File: config.mk
export PLATFORM = sky130hd
export DESIGN_NAME = rv32i_issue_ctrl
export DESIGN_NICKNAME = d
export VERILOG_FILES = /design/src/rtl/rv32i_pkg.sv /design/src/rtl/rv32i_scoreboard.sv /design/src/rtl/rv32i_issue_ctrl.sv
export SDC_FILE = /design/constraint.sdc
export NUM_CORES = 1
export LEC_CHECK = 0
export BUFFER_PORTS_ARGS = -buffer_cell sky130_fd_sc_hd__clkbuf_2
export CORE_ASPECT_RATIO = 1.2
export CORE_UTILIZATION = 52
export DETAILED_ROUTE_END_ITERATION = 16
export HOLD_SLACK_MARGIN = 0.1
export PLACE_DENSITY = 0.8
export SETUP_SLACK_MARGIN = 0.4
export SYNTH_ARGS = -nofsm -noshare
export SYNTH_HDL_FRONTEND = slang
export SYNTH_SLANG_ARGS = --single-unit
File: constraint.sdc
create_clock -name clk -period 3.44 [get_ports clk]
set_clock_uncertainty 0.2 [all_clocks]
set_input_delay 0.344 -clock clk [delete_from_list [all_inputs] [get_ports clk]]
set_output_delay 0.344 -clock clk [all_outputs]
set_load 0.01 [all_outputs]
File: src/rtl/rv32i_pkg.sv
`default_nettype none
// ============================================================================
//  Module      : rv32i_pkg
//  Description : Shared RV32I issue-stage definitions: major opcode values
//                (instr[6:2]), issue class encoding, issue FSM states and
//                class property helpers.
//  Revision    : 1.0 - initial release
// ============================================================================
package rv32i_pkg;

    // Major opcode field instr[6:2] (instr[1:0] must be 2'b11 for RV32I)
    localparam logic [4:0] c_OPC_LOAD     = 5'b00000;
    localparam logic [4:0] c_OPC_MISC_MEM = 5'b00011;
    localparam logic [4:0] c_OPC_OP_IMM   = 5'b00100;
    localparam logic [4:0] c_OPC_AUIPC    = 5'b00101;
    localparam logic [4:0] c_OPC_STORE    = 5'b01000;
    localparam logic [4:0] c_OPC_OP       = 5'b01100;
    localparam logic [4:0] c_OPC_LUI      = 5'b01101;
    localparam logic [4:0] c_OPC_BRANCH   = 5'b11000;
    localparam logic [4:0] c_OPC_JALR     = 5'b11001;
    localparam logic [4:0] c_OPC_JAL      = 5'b11011;
    localparam logic [4:0] c_OPC_SYSTEM   = 5'b11100;

    // Opcode class presented to execute alongside the instruction word
    typedef enum logic [3:0] {
        CLS_NONE     = 4'd0,
        CLS_LOAD     = 4'd1,
        CLS_STORE    = 4'd2,
        CLS_MEMORDER = 4'd3,
        CLS_ALUREG   = 4'd4,
        CLS_ALUIMM   = 4'd5,
        CLS_LUI      = 4'd6,
        CLS_AUIPC    = 4'd7,
        CLS_JAL      = 4'd8,
        CLS_JALR     = 4'd9,
        CLS_BRANCH   = 4'd10,
        CLS_SYSCALL  = 4'd11,
        CLS_ILLEGAL  = 4'd12
    } issueClass_t;

    // Issue register state
    typedef enum logic [1:0] {
        ST_EMPTY = 2'd0,
        ST_HELD  = 2'd1,
        ST_DRAIN = 2'd2
    } issueState_t;

    // Map the 7-bit opcode to its issue class; anything unrecognised is ILLEGAL
    function automatic issueClass_t decodeClass(input logic [6:0] opcode);
        issueClass_t cls;
        cls = CLS_ILLEGAL;
        if (opcode[1:0] == 2'b11) begin
            case (opcode[6:2])
                c_OPC_LOAD:     cls = CLS_LOAD;
                c_OPC_MISC_MEM: cls = CLS_MEMORDER;
                c_OPC_OP_IMM:   cls = CLS_ALUIMM;
                c_OPC_AUIPC:    cls = CLS_AUIPC;
                c_OPC_STORE:    cls = CLS_STORE;
                c_OPC_OP:       cls = CLS_ALUREG;
                c_OPC_LUI:      cls = CLS_LUI;
                c_OPC_BRANCH:   cls = CLS_BRANCH;
                c_OPC_JALR:     cls = CLS_JALR;
                c_OPC_JAL:      cls = CLS_JAL;
                c_OPC_SYSTEM:   cls = CLS_SYSCALL;
                default:        cls = CLS_ILLEGAL;
            endcase
        end
        return cls;
    endfunction

    function automatic logic usesRs1(input issueClass_t cls);
        return cls inside {CLS_LOAD, CLS_STORE, CLS_ALUREG, CLS_ALUIMM,
                           CLS_JALR, CLS_BRANCH, CLS_SYSCALL};
    endfunction

    function automatic logic usesRs2(input issueClass_t cls);
        return cls inside {CLS_STORE, CLS_BRANCH, CLS_ALUREG};
    endfunction

    function automatic logic writesRd(input issueClass_t cls);
        return cls inside {CLS_LOAD, CLS_ALUREG, CLS_ALUIMM, CLS_LUI,
                           CLS_AUIPC, CLS_JAL, CLS_JALR, CLS_SYSCALL};
    endfunction

    // Ordering instructions wait until every outstanding producer has retired
    function automatic logic needsDrain(input issueClass_t cls);
        return cls inside {CLS_MEMORDER, CLS_SYSCALL};
    endfunction

endpackage
`default_nettype wire

File: src/rtl/rv32i_scoreboard.sv
`default_nettype none
// ============================================================================
//  Module      : rv32i_scoreboard
//  Description : Destination-register busy vector. A set (issue) and a clear
//                (writeback) may hit the same register in one cycle; the set
//                wins because it belongs to the newer producer. x0 is never
//                marked busy.
//  Revision    : 1.0 - initial release
// ============================================================================
module rv32i_scoreboard #(
    parameter int REG_COUNT = 5
) (
    input  logic                      clk,
    input  logic                      rst,
    input  logic                      setEn,
    input  logic [REG_COUNT-1:0]      setIdx,
    input  logic                      clrEn,
    input  logic [REG_COUNT-1:0]      clrIdx,
    output logic [(2**REG_COUNT)-1:0] busy
);

    localparam int c_NREGS = 2**REG_COUNT;

    logic [c_NREGS-1:0] r_busy;
    logic [c_NREGS-1:0] w_setMask;
    logic [c_NREGS-1:0] w_clrMask;

    // One-hot set/clear masks with register 0 excluded
    always_comb begin
        w_setMask = '0;
        w_clrMask = '0;
        if (setEn && (setIdx != '0)) begin
            w_setMask[setIdx] = 1'b1;
        end
        if (clrEn && (clrIdx != '0)) begin
            w_clrMask[clrIdx] = 1'b1;
        end
    end

    // Apply clear first, then set, so a same-cycle set survives
    always_ff @(posedge clk or posedge rst) begin
        if (rst) begin
            r_busy <= '0;
        end else begin
            r_busy <= (r_busy & ~w_clrMask) | w_setMask;
        end
    end

    assign busy = r_busy;

endmodule
`default_nettype wire

File: src/rtl/rv32i_issue_ctrl.sv
`default_nettype none
// ============================================================================
//  Module      : rv32i_issue_ctrl
//  Description : In-order single-entry issue stage for the RV32I core. Holds
//                one instruction, checks RAW/WAW hazards against the register
//                scoreboard and drains outstanding producers ahead of
//                FENCE/SYSTEM before releasing to execute.
//  Options     : RV32I_ISSUE_WB_BYPASS_EN - hazard/drain checks ignore the
//                register retiring in the current cycle.
//  Revision    : 1.0 - initial release
// ============================================================================
module rv32i_issue_ctrl
    import rv32i_pkg::*;
#(
    parameter int XLEN      = 32,
    parameter int REG_COUNT = 5
) (
    input  logic                      clk,
    input  logic                      rst,
    input  logic [XLEN-1:0]           instrIn,
    input  logic                      instrValid,
    output logic                      instrReady,
    input  logic                      flush,
    output logic                      issueValid,
    input  logic                      issueReady,
    output logic [XLEN-1:0]           issueInstr,
    output logic [3:0]                issueClass,
    input  logic                      wbValid,
    input  logic [REG_COUNT-1:0]      wbRd,
    output logic [(2**REG_COUNT)-1:0] sbBusy
);

    localparam int c_NREGS = 2**REG_COUNT;

    issueState_t           r_state;
    issueState_t           w_stateNext;
    logic [XLEN-1:0]       r_instr;
    issueClass_t           r_class;

    logic [REG_COUNT-1:0]  w_rs1;
    logic [REG_COUNT-1:0]  w_rs2;
    logic [REG_COUNT-1:0]  w_rd;
    logic [c_NREGS-1:0]    w_busyEff;
    logic                  w_drainNeeded;
    logic                  w_hazard;
    logic                  w_issueValid;
    logic                  w_fire;
    logic                  w_instrReady;
    logic                  w_accept;
    logic                  w_sbSet;

    assign w_rs1 = r_instr[15 +: REG_COUNT];
    assign w_rs2 = r_instr[20 +: REG_COUNT];
    assign w_rd  = r_instr[7  +: REG_COUNT];

`ifdef RV32I_ISSUE_WB_BYPASS_EN
    logic [c_NREGS-1:0] w_clrMask;

    // Register retiring this cycle no longer blocks its consumers
    always_comb begin
        w_clrMask = '0;
        if (wbValid && (wbRd != '0)) begin
            w_clrMask[wbRd] = 1'b1;
        end
    end

    assign w_busyEff = sbBusy & ~w_clrMask;
`else
    assign w_busyEff = sbBusy;
`endif

    // Ordering instructions stall while anything is outstanding; others
    // stall on a busy source they read or a busy destination they write.
    assign w_drainNeeded = needsDrain(r_class) && (|w_busyEff);
    assign w_hazard      = (usesRs1(r_class)  && w_busyEff[w_rs1]) ||
                           (usesRs2(r_class)  && w_busyEff[w_rs2]) ||
                           (writesRd(r_class) && w_busyEff[w_rd])  ||
                           w_drainNeeded;

    assign w_issueValid = (r_state == ST_HELD) && !w_hazard && !flush;
    assign w_fire       = w_issueValid && issueReady;
    assign w_instrReady = !rst && !flush &&
                          ((r_state == ST_EMPTY) || ((r_state == ST_HELD) && w_fire));
    assign w_accept     = instrValid && w_instrReady;
    assign w_sbSet      = w_fire && writesRd(r_class);

    // Issue FSM state register
    always_ff @(posedge clk or posedge rst) begin
        if (rst) begin
            r_state <= ST_EMPTY;
        end else begin
            r_state <= w_stateNext;
        end
    end

    // Next state: flush beats fire and accept; fire with a new accept stays HELD
    always_comb begin
        w_stateNext = r_state;
        case (r_state)
            ST_EMPTY: begin
                if (w_accept) begin
                    w_stateNext = ST_HELD;
                end
            end
            ST_HELD: begin
                if (flush) begin
                    w_stateNext = ST_EMPTY;
                end else if (w_fire) begin
                    w_stateNext = w_accept ? ST_HELD : ST_EMPTY;
                end else if (w_drainNeeded) begin
                    w_stateNext = ST_DRAIN;
                end
            end
            ST_DRAIN: begin
                if (flush) begin
                    w_stateNext = ST_EMPTY;
                end else if (w_busyEff == '0) begin
                    w_stateNext = ST_HELD;
                end
            end
            default: begin
                w_stateNext = ST_EMPTY;
            end
        endcase
    end

    // Issue register: load on accept, clear when dropped or consumed
    always_ff @(posedge clk or posedge rst) begin
        if (rst) begin
            r_instr <= '0;
            r_class <= CLS_NONE;
        end else if (flush) begin
            r_instr <= '0;
            r_class <= CLS_NONE;
        end else if (w_accept) begin
            r_instr <= instrIn;
            r_class <= decodeClass(instrIn[6:0]);
        end else if (w_fire) begin
            r_instr <= '0;
            r_class <= CLS_NONE;
        end
    end

    rv32i_scoreboard #(
        .REG_COUNT (REG_COUNT)
    ) u_scoreboard (
        .clk    (clk),
        .rst    (rst),
        .setEn  (w_sbSet),
        .setIdx (w_rd),
        .clrEn  (wbValid),
        .clrIdx (wbRd),
        .busy   (sbBusy)
    );

    assign instrReady = w_instrReady;
    assign issueValid = w_issueValid;
    assign issueInstr = r_instr;
    assign issueClass = r_class;

endmodule
`default_nettype wire

==> results of run 1 <==
-- cells by family (layout without fill, tap and decap cells) --
kind of cell               count (synthesis)  in the layout  share of synthesized area [%]
DFF                                       70             70                          44.15
and+or+nand+nor                           76             76                          10.79
AOI/OAI and AO/OA                        132            132                          23.81
muxes                                     42             42                          16.05
buffers and inverters                     34            205                          4.005
adders and majority gates                  4              4                          1.198
-- power by group through the flow --
stage                     registers (mW)  clock network (mW)  logic [mW]
final                              0.915               0.637       0.431
after global routing               0.921               0.681       0.460
after global placement             0.924                   0       0.329
after detailed placement           0.926                   0       0.338
after CTS                          0.911               0.638       0.400
after floorplan                    0.920                   0       0.216
-- layout make-up --
class / instances / share of cell area (%)
Clock inverter: 3 / 0.3079
Tap cell: 90 / 1.979
Multi-Input combinational cell: 254 / 41.04
Clock buffer: 13 / 2.969
Sequential cell: 70 / 30.83
Timing Repair Buffer: 180 / 22.21
Inverter: 9 / 0.6598
-- path summary, 6_finish.rpt --
check                                            from                    endpoint  slack (ps)  cells past startpoint
setup / recovery           issueInstr[16]$_DFFE_PP0P_                  instrReady        -100                      8
hold / removal                                  flush      r_state[1]$_DFFE_PP0P_         110                      2
setup reg to reg           issueInstr[16]$_DFFE_PP0P_   issueClass[0]$_DFFE_PP0P_         -80                     11
hold reg to reg            issueInstr[31]$_DFFE_PP0P_  issueInstr[31]$_DFFE_PP0P_         310                      1
max in group asynchronous                         rst  issueInstr[16]$_DFFE_PP0P_        2320                      3
min in group asynchronous                         rst   issueInstr[7]$_DFFE_PP0P_         120                      3
-- metrics by stage --
| stage | utilization (%) | total power [mW] | area, um2 |
|---|---|---|---|
| 2_1_floorplan | - | 1.136 | 4044 |
| 5_1_grt | 77.75 | 2.062 | 5689 |
| 4_1_cts | 75.51 | 1.949 | 5525 |
| 3_3_place_gp | 65.41 | 1.253 | 4786 |
| 3_5_place_dp | 65.41 | 1.264 | 4786 |
| 6_report | 77.75 | 1.983 | 5689 |
-- routing by layer --
metal | routed length [um] | vias to the layer above | track usage, % | share of wire (%)
met1 | 5443 | 2021 | 44.73 | 40
met2 | 6645 | 239 | 52.83 | 48
li1 | - | 1744 | - | -
met5 | 0 | - | 0 | 0
met4 | 591 | 0 | 16.73 | 4.3
met3 | 1053 | 52 | 7.512 | 7.7
-- state kept, by name, summed over array words and instances (netlist names) --
| signal | flops |
|---|---|
| r_state | 2 |
| u_scoreboard.busy | 32 |
| issueInstr | 32 |
| issueClass | 4 |
-- synthesized netlist by cell type (5+ instances only) --
cell type / number / share of area (%)
clkbuf_1: 15 / 1.4
o21ai_0: 38 / 4.8
o22ai_1: 9 / 1.4
nor2_1: 16 / 1.5
inv_1: 9 / 0.85
o21ai_1: 10 / 1.3
nor4_1: 9 / 1.4
mux2i_1: 25 / 6.3
a21oi_1: 5 / 0.63
a22o_1: 34 / 7.5
o41ai_1: 16 / 3.5
mux4_2: 16 / 9.1
dfrtp_1: 70 / 44
nand2_1: 16 / 1.5
o21ai_2: 6 / 1.3
nand3b_1: 11 / 2.1
-- what timing repair did --
| item | 4_1_cts | 5_1_grt |
|---|---|---|
| gates cloned | 2 | 1 |
| pin swaps | 5 | 3 |
| resized for setup | 32 | 20 |
| endpoints found under the setup margin | 70 | 70 |
| hold buffers | 29 | 0 |
| setup buffers | 4 | 1 |
| hold endpoints to repair | 29 | 0 |
==> metrics, run 1 <==
Skew-Pair Late Insertion Delay 350 ps; Worst-Margin Slew 870.2 ps; vias in the first global route 3998; Crit. End Element output pin; # nets final 570; Slew headroom 41.99%; vias per cell 6.553; TritonCTS clock tree done; Detail Placement HPWL 8.541 mm; final setup fails 44; Synth Cell Area 0.003968 mm2; Unique masters post-synth 46; Mapped Nets 404; Gate power share 21.8%; synth warn 0; fin crit period 3541 ps; Final Max Tran Viols 0; Clk pin slew, worst setup/hold paths 70 ps; buffers added on ports 112; CP Buf/Inv Count 2; first-pass GRT wire length 20.36 mm; ANT nets after route 0; core area 0.007317 mm2; overall global routing resource usage 34.23%; number of enable flip-flop cells after synthesis 0; Crit Path Class flop to output pin; WHS 113.7 ps; Max Root-Sink Buffers 2; area of the multi-input gates 0.002335 mm2; clock share of power 32.1%; Yosys reg bits 70; number of cell rows 34; cell internal pwr 1.370 mW; most common cell after layout, fill and taps aside clkbuf_2; commonest non-fill, non-tap cells in the layout 111 x clkbuf_2, 68 x dfrtp_1, 37 x o21ai_0, 34 x a22o_1, 30 x buf_4; cell mode on critical path mux4_2; DR WL/cell 22.19 um; P_sw 0.6127 mW; Pre-antenna DRT Iters 5; CTS root buffer clkbuf_8; switch share 30.90%; CP Launch Type flop; Lkg Pwr 2.803 nW; crit path cell chain mux4_2 -> mux4_2 -> mux2i_4 -> o21ai_2 -> or3b_4 -> buf_12 -> a211oi_4 -> buf_2; Initial Util 54.22%; top_reg_cell synth dfrtp_1; sequential share of power 46.1%; Post-Layout Cell Count 619; critical-path maximum fanout 7; number of clock sinks 70; failing checks setup timing; placed cell count 566; Post-Syn Area per Cell 11.08 um2; Layout fillers 453; # diodes 0; slowest stage delay, CP 530 ps; DRT iter0 DRCs 366; share of cells above drive strength 1 43.29%; H-tree Lvls 3; GR Overflow Total 0; final setup margin -100.8 ps; ys async rst share 100.0%; total wire length 13.73 mm; Register Area 0.001754 mm2; Die Wd 81.74 um; Tightest Hold Check Type primary input to flop; Max VDD drop 0.3196 mV; slowest stage cell, crit path mux4_2; critical path arrival 3000 ps; CP delay by family, top multiplexers; Die Height 97.69 um; drt drc 0; Via Count 4056; Num CTS Buffers 9; pwr dens 348.5 mW/mm2; largest net degree at the start of global routing 71; Peak Freq 0.2824 GHz; Area Growth Syn to Fin 43.39%; Max-Cap Viols 0; unrepaired setup endpoints after global routing yes; die area 0.007985 mm2; final worst-path cycle share 102.9%; Place WS -85.14 ps; outcome finished, violations left; final hold vios 0; register area share after synthesis 44.15%; worst path required time 2900 ps; GPL Wtd Cong 1.009; Ports 113; setup TNS -1908 ps; initial antenna violation count 0; Mapped Cells 358
(Power assumes the default switching activity.)
==> run 2, diff against run 1 <==
--- a/config.mk
+++ b/config.mk
@@ -11,7 +11,7 @@
 export DETAILED_ROUTE_END_ITERATION = 16
 export HOLD_SLACK_MARGIN = 0.1
 export PLACE_DENSITY = 0.8
-export SETUP_SLACK_MARGIN = 0.4
+export SETUP_SLACK_MARGIN = 0.5
 export SYNTH_ARGS = -nofsm -noshare
 export SYNTH_HDL_FRONTEND = slang
 export SYNTH_SLANG_ARGS = --single-unit
==> run 2 against run 1 <==
Effect of this change:
- the flow still finishes with violations (setup timing)
- global-route usage increased by 3.0 points
- final cell count increased by 1.5%
- cell area increased by 3.8%
- critical path depth increased by 3
- register-to-register slack got worse by 280 ps
- hold slack got worse by 11 ps
==> metrics, run 2 (same netlist as run 1, synthesis figures left out) <==
GPL Wtd Cong 0.9503 (-5.8%); core area 0.007317 mm2 (unchanged); initial antenna violation count 0 (unchanged); Die Wd 81.74 um (unchanged); outcome finished, violations left; H-tree Lvls 3 (unchanged); commonest non-fill, non-tap cells in the layout 110 x clkbuf_2, 68 x dfrtp_1, 37 x o21ai_0, 34 x a22o_1, 30 x dlygate4sd3_1; share of cells above drive strength 1 43.49% (+0.21 points); worst path required time 3530 ps (+630 ps); fin crit period 3796 ps (+254.8 ps); Worst-Margin Slew 903.0 ps (+32.84 ps); CTS root buffer clkbuf_8; number of clock sinks 70 (unchanged); Post-Layout Cell Count 628 (+1.5%); Layout fillers 427 (-5.7%); cell internal pwr 1.452 mW (+6.0%); Initial Util 54.22% (unchanged); Tightest Hold Check Type primary input to async pin; CP Launch Type flop; Max-Cap Viols 0 (unchanged); final hold vios 0 (unchanged); TritonCTS clock tree done; largest net degree at the start of global routing 71 (unchanged); Place WS -1.365 ps (+83.78 ps); Clk pin slew, worst setup/hold paths 80 ps (about the same); vias in the first global route 4199 (+5.0%); DR WL/cell 24.09 um (+8.6%); clock share of power 33.6% (+1.5 points); most common cell after layout, fill and taps aside clkbuf_2; ANT nets after route 0 (unchanged); Via Count 4316 (+6.4%); Num CTS Buffers 9 (unchanged); placed cell count 563 (-0.53%); Final Max Tran Viols 0 (unchanged); Slew headroom 39.80% (-2.2 points); Crit Path Class flop to flop; Crit. End Element flop; final worst-path cycle share 110.3% (+7.4 points); vias per cell 6.873 (+4.9%); overall global routing resource usage 37.20% (+3.0 points); Peak Freq 0.2635 GHz (-6.7%); Die Height 97.69 um (unchanged); number of cell rows 34 (unchanged); switch share 30.79% (-0.11 points); sequential share of power 43.7% (-2.4 points); Skew-Pair Late Insertion Delay 370 ps (+20 ps); failing checks setup timing; die area 0.007985 mm2 (unchanged); final setup margin -355.6 ps (-254.8 ps); total wire length 15.13 mm (+10%); Max VDD drop 0.2752 mV (-14%); Area Growth Syn to Fin 48.91%; DRT iter0 DRCs 601 (+64%); final setup fails 54 (+23%); pwr dens 355.0 mW/mm2 (+1.9%); critical-path maximum fanout 11 (+4); first-pass GRT wire length 21.90 mm (+7.6%); Ports 113 (unchanged); unrepaired setup endpoints after global routing yes; # nets final 579 (+1.6%); # diodes 0 (unchanged); Detail Placement HPWL 8.626 mm (+1.0%); critical path arrival 3890 ps (+890 ps); P_sw 0.6457 mW (+5.4%); Lkg Pwr 2.989 nW (+6.6%); drt drc 0 (unchanged); Pre-antenna DRT Iters 5 (unchanged); buffers added on ports 112 (unchanged); Gate power share 22.7% (+0.9 points); GR Overflow Total 0 (unchanged); Max Root-Sink Buffers 2 (unchanged)
[run 2: metrics by stage]
stage	cell area [um2]	hold WS [ps]	power, mW	util [%]	setup TNS [ps]
after floorplan	4044	272.4	1.136	-	0
after global placement	4776	276.2	1.254	65.27	0
after detailed placement	4776	291.1	1.264	65.27	-1.365
after CTS	5699	102.1	2.033	77.89	-4651
after global routing	5908	119.1	2.171	80.75	-18660
final	5908	102.3	2.097	80.75	-14220
[run 2: worst paths after layout]
kind | startpoint | cells after the start | to | slack, ps
setup / recovery | issueInstr[8]$_DFFE_PP0P_ | 11 | u_scoreboard.busy[25]$_DFF_PP0_ | -360
hold / removal | rst | 3 | u_scoreboard.busy[28]$_DFF_PP0_ | 100
setup reg to reg | issueInstr[8]$_DFFE_PP0P_ | 11 | u_scoreboard.busy[25]$_DFF_PP0_ | -360
hold reg to reg | issueInstr[31]$_DFFE_PP0P_ | 1 | issueInstr[31]$_DFFE_PP0P_ | 310
max in group asynchronous | rst | 3 | issueInstr[16]$_DFFE_PP0P_ | 2270
min in group clk | instrIn[4] | 2 | issueInstr[4]$_DFFE_PP0P_ | 110
[run 2: worst max-delay path, cell delays in order (launching register included)]
cell	delay (ps)
dfrtp_2	460
buf_12	180
mux2i_2	350
o22ai_1	130
or4_1	550
nor2_1	150
a211o_1	150
or3b_4	410
buf_4	150
buf_6	130
or4b_4	630
o21ai_2	210
[run 2: final cells by class]
| type | count | area, um2 | share of cell area [%] |
|---|---|---|---|
| inverters | 9 | 37.54 | 0.6353 |
| repair buffers | 189 | 1430 | 24.21 |
| multi-input cells | 254 | 2372 | 40.15 |
| flip-flops and latches | 70 | 1754 | 29.69 |
| well taps | 90 | 112.6 | 1.906 |
| clock inverters | 3 | 42.54 | 0.7200 |
| clock buffers | 13 | 158.9 | 2.690 |
[run 2: layer usage]
metal / up-vias / routed length (um) / GRT usage (%)
li1: 1780 / - / -
met1: 2085 / 5405 / 48.91
met2: 381 / 7332 / 55.31
met3: 70 / 1678 / 9.577
met4: 0 / 712 / 20.11
met5: - / 0 / 0
[run 2: repair_timing]
item	CTS	global route
hold buffers	30	0
endpoints found under the hold margin	30	0
setup buffers	11	2
resized for setup	36	23
setup endpoints to repair	70	70
pin swaps	5	6
gates cloned	4	2
[run 2: power by group through the flow]
stage	Sequential (mW)	Clock, mW	Combinational, mW
4_1_cts	0.911	0.692	0.431
3_5_place_dp	0.926	0	0.338
6_report	0.916	0.705	0.476
3_3_place_gp	0.923	0	0.331
5_1_grt	0.922	0.744	0.506
2_1_floorplan	0.920	0	0.216
